==> src/rtl/pc_pkg.sv <==
// Shared encodings for the fetch sequencer: PC operation codes, FSM states and
// redirect-source priority levels.
package pc_pkg;

  localparam logic [1:0] PC_INC  = 2'b00;
  localparam logic [1:0] PC_JMP  = 2'b01;
  localparam logic [1:0] PC_BR   = 2'b10;
  localparam logic [1:0] PC_HOLD = 2'b11;

  typedef enum logic [2:0] {
    StBoot,
    StFetch,
    StDrain,
    StRedirect,
    StStall
  } state_e;

  // Ordered so that a higher value wins arbitration.
  typedef enum logic [1:0] {
    SrcNone,
    SrcBranch,
    SrcJump,
    SrcTrap
  } src_e;

endpackage

==> src/rtl/pc_ctrl.sv <==
// Fetch sequencer: drives pc_op/target_addr, owns the imem request handshake and
// arbitrates trap > jump > branch redirects, draining any outstanding fetch first.
module pc_ctrl
  import pc_pkg::*;
#(
  parameter logic [31:0] TRAP_VEC = 32'h0000_0100
) (
  input  logic        clk,
  input  logic        rst,
  input  logic        stall,
  input  logic        trap_req,
  input  logic        jump_req,
  input  logic [31:0] jump_addr,
  input  logic        branch_req,
  input  logic [31:0] branch_off,
  output logic        imem_req,
  input  logic        imem_ack,
  output logic        fetch_valid,
  output logic        flush,
  output logic [1:0]  pc_op,
  output logic [31:0] target_addr
);

  function automatic src_e pick_src(input logic trap, input logic jump, input logic branch);
    if (trap)        return SrcTrap;
    else if (jump)   return SrcJump;
    else if (branch) return SrcBranch;
    else             return SrcNone;
  endfunction

  state_e      state_q, state_d;
  logic [1:0]  pend_op_q, pend_op_d;
  logic [31:0] pend_addr_q, pend_addr_d;
  src_e        src;
  logic        redirect;

  always_comb begin
    src         = pick_src(trap_req, jump_req, branch_req);
    redirect    = (src != SrcNone);
    pend_op_d   = pend_op_q;
    pend_addr_d = pend_addr_q;
    // Capture happens in every state; the latest winner overwrites any pending one.
    unique case (src)
      SrcTrap: begin
        pend_op_d   = PC_JMP;
        pend_addr_d = TRAP_VEC;
      end
      SrcJump: begin
        pend_op_d   = PC_JMP;
        pend_addr_d = jump_addr;
      end
      SrcBranch: begin
        pend_op_d   = PC_BR;
        pend_addr_d = branch_off;
      end
      default: ;
    endcase
  end

  always_comb begin
    state_d     = state_q;
    imem_req    = 1'b0;
    fetch_valid = 1'b0;
    pc_op       = PC_HOLD;
    flush       = redirect;
    unique case (state_q)
      StBoot: begin
        state_d = redirect ? StRedirect : StFetch;
      end
      StFetch: begin
        imem_req = 1'b1;
        if (redirect) begin
          state_d = imem_ack ? StRedirect : StDrain;
        end else if (imem_ack) begin
          fetch_valid = 1'b1;
          pc_op       = PC_INC;
          state_d     = stall ? StStall : StFetch;
        end
      end
      StDrain: begin
        // Hold the request until the outstanding fetch returns; its data is discarded.
        imem_req = 1'b1;
        if (imem_ack) state_d = StRedirect;
      end
      StRedirect: begin
        pc_op = pend_op_q;
        if (redirect)   state_d = StRedirect;
        else if (stall) state_d = StStall;
        else            state_d = StFetch;
      end
      StStall: begin
        if (redirect)    state_d = StRedirect;
        else if (!stall) state_d = StFetch;
      end
      default: state_d = StBoot;
    endcase
    target_addr = (pc_op == PC_JMP || pc_op == PC_BR) ? pend_addr_q : 32'h0;
  end

  always_ff @(posedge clk) begin
    if (rst) begin
      state_q     <= StBoot;
      pend_op_q   <= PC_HOLD;
      pend_addr_q <= 32'h0;
    end else begin
      state_q     <= state_d;
      pend_op_q   <= pend_op_d;
      pend_addr_q <= pend_addr_d;
    end
  end

endmodule

==> config.mk <==
export PLATFORM = sky130hd
export DESIGN_NAME = pc_ctrl
export DESIGN_NICKNAME = d
export VERILOG_FILES = /design/src/rtl/pc_pkg.sv /design/src/rtl/pc_ctrl.sv
export SDC_FILE = /design/constraint.sdc
export NUM_CORES = 1
export LEC_CHECK = 0
export CAP_MARGIN = 20
export CORE_MARGIN = 4
export CORE_UTILIZATION = 40
export DETAILED_ROUTE_END_ITERATION = 8
export PLACE_DENSITY_LB_ADDON = 0.05
export SKIP_LAST_GASP = 1
export SLEW_MARGIN = 20
export SYNTH_ARGS = -nofsm -noshare
export SYNTH_HDL_FRONTEND = slang
export SYNTH_SLANG_ARGS = --single-unit
==> constraint.sdc <==
create_clock -name clk -period 2.5 [get_ports clk]
set_clock_uncertainty 0.15 [all_clocks]
set_input_delay 0.25 -clock clk [delete_from_list [all_inputs] [get_ports clk]]
set_output_delay 0.25 -clock clk [all_outputs]
set_load 0.01 [all_outputs]
==> summary.txt <==
Routed WL per cell = 13.9 um
Total CTS buffers = 5
Multi-input gate area = 1100 um^2
Syn nets = 302
RePlAce Congestion = 0.770
# IOs = 108
Max FO, Critical Path = 3
Place WS = 0.0403 ns
Critical Path AT = 2.02 ns
Initial antenna violation count = 0
CTS tree = done
Clk sinks = 37
Least-Margin Pin Slew = 0.394 ns
Total GRT Usage = 0.174
Slowest cell delay on critical path = 0.49 ns
HP Start = pend_addr_q[5]
Vias/cell = 4.98
Final wirelength = 5530 um
Status = finished, final reports clean
Yosys cell types = 28
Synth area leaders = dfxtp_1 (38%), a22o_1 (14%), a22oi_1 (12%)
Share of cells above drive strength 1 = 0.0758
Hold endpoint = pend_addr_q[5]
Die height = 78.2 um
Layout fillers = 434
Crit path top cell by count = clkdlybuf4s50_1
Die area = 6120 um^2
Peak supply drop = 0.279 mV
First-pass GRT wire length = 8630 um
Number of synthesized flops with an enable pin = 0
Seq/Total Area, Yosys = 0.375
Top Family by Delay on Critical Path = buffers and inverters
Post-route DRC = 0
Cell count after synthesis = 228
Clock Tree Buf Depth = 2
Worst setup SP type = input port
GRT overflow = 0
Switching part of the total = 0.259
IO buf count = 107
Slowest stage cell, crit path = clkdlybuf4s50_1
Sw power = 0.346 mW
Die width = 78.2 um
Final Critical Period = 2.42 ns
Setup Buffers After CTS = 0
Part of the power in the clock network = 0.298
First-pass iteration count of the detailed router = 4
Initial Utilization = 0.415
Ant diodes = 0
Hold Path Class = reg2reg
Clock transition at path regs = 0.07 ns
Crit Path Class = in2out
Yosys top cell by area = dfxtp_1
Cells on worst reg2reg path = 3
Clock root buffer = clkbuf_8
Area Overhead vs Synth = 60.8%
Placement Rows = 25
Final worst path period share = 0.968
Post-synthesis async set-or-reset flop share = 0
Dpl hpwl = 3870 um
Max Fclk = 413 MHz
Post-Syn Area = 1970 um^2
Avg Cell Area, Syn = 8.65 um^2
Power Dens Cells = 421 nW/um^2
Final-report hold violation count = 0
Worst-skew pair later-pin latency = 0.28 ns
Hold Crit Depth = 2
Detailed-route via count = 1977
FF/Latch Area = 743 um^2
Final Core Density = 0.667
Rel. slew slack = 0.737
Max-slew violation count = 0
Post-CTS Hold Buffers = 0
RR Endpoint = state_q[2]
WP data required = 2.10 ns
Max Cap Viol = 0
Setup tns final = 0 ns
Setup slack, reg-to-reg = 1.28 ns
Post-CTS sizing = 0
CP bufs+invs = 3
Sequential power share = 0.474
Setup violators final = 0
Logic gate share of total power = 0.228
Vias in the first global route = 1867
Critical R2R Launch = state_q[2]
DR iter-0 viols = 108
Post-route setup slack = 0.0809 ns
YS warnings = 0
#FFs+latches synth = 37
P_leak = 1.23 nW
H-tree levels = 2
Synth top area share = 0.375
RSZ-0062 raised after global routing = true
Critical path cell sequence = clkdlybuf4s50_1 -> inv_1 -> a21oi_2 -> ha_1 -> nor2b_2 -> nand3_1 -> o21a_1 -> clkdlybuf4s50_1
Most used DFF post-synth = dfxtp_1
Internal power = 0.989 mW
Remaining antenna violation count = 0
Pin count of the biggest net entering global routing = 38
Fin nets = 403
Core outline area = 4750 um^2
Top cells by count, synth = dfxtp_1 (37), nor2_1 (37), and2_1 (33)
Crit end category = output pin
final cells by class:
type | instances | area share
clock buffer | 6 | 0.0229
clock inverter | 2 | 0.00315
inverter | 5 | 0.00591
multi-input combinational | 163 | 0.346
sequential | 37 | 0.234
tap | 67 | 0.0264
timing repair buffer | 117 | 0.361
flip-flops by register name, summed over array words and instances, names as in the netlist:
| name | cells |
|---|---|
| pend_op_q | 2 |
| state_q | 3 |
| pend_addr_q | 32 |
how the worst max path moves through the flow:
stage                     startpoint         endpoint  slack, ns  cells after the start
after global placement      jump_req      fetch_valid       0.08                      8
after detailed placement    jump_req         pc_op[1]       0.04                      8
final                       jump_req         pc_op[1]       0.08                      8
after floorplan             jump_req  pend_addr_q[10]       0.83                      9
after global routing        jump_req         pc_op[1]      -0.02                      8
after CTS                 state_q[1]   target_addr[4]       0.04                      5
worst min-delay path, cell delays in order (launching register included):
cell	delay [ns]
dfxtp_1	0.32
a22oi_1	0.08
nor2_1	0.07
layout by cell type, fill, tap and decap left out, types with 2 or more instances in the layout:
master,count
a211oi_1,2
a21oi_1,2
a22o_1,31
a22oi_1,31
and2_1,33
buf_4,10
clkbuf_8,5
clkdlybuf4s50_1,107
clkinv_2,2
dfxtp_1,35
dfxtp_2,2
ha_1,3
inv_1,5
nand2_1,4
nor2_1,36
nor2b_2,2
o21a_1,2
o21bai_1,2
xnor2_1,2
metrics by stage:
stage	hold slack, ns	area, um^2	std cells	total power, mW
4_1_cts	0.357	3160	397	1.35
6_report	0.353	3170	397	1.33
3_3_place_gp	0.331	3080	389	0.946
5_1_grt	0.390	3170	397	1.42
3_5_place_dp	0.339	3080	389	0.949
2_1_floorplan	0.259	1970	228	0.791
power by group through the flow:
stage / clock (mW) / sequential (mW) / combinational (mW)
after floorplan: 0 / 0.638 / 0.153
after global placement: 0 / 0.644 / 0.302
after detailed placement: 0 / 0.644 / 0.304
after CTS: 0.413 / 0.631 / 0.307
after global routing: 0.447 / 0.634 / 0.334
final: 0.398 / 0.632 / 0.305
metal layers:
layer,global-route usage,vias up,part of all wire
li1,-,1014,-
met1,0.218,897,0.44
met2,0.292,64,0.48
met3,0.0619,2,0.083
met4,0.0315,0,0.0027
met5,0,-,0
kinds of logic (layout without fill, tap and decap cells):
kind of cell	Yosys count	in the layout	share of synthesized area
xor gates and xnor gates	2	2	0.00888
AOI/OAI and AO/OA	75	75	0.301
buffers and inverters	28	130	0.0736
DFF	37	37	0.375
adders and majority gates	3	3	0.0190
and+or+nand+nor	83	83	0.222
Note: power is estimated with default switching activity, not from simulation.
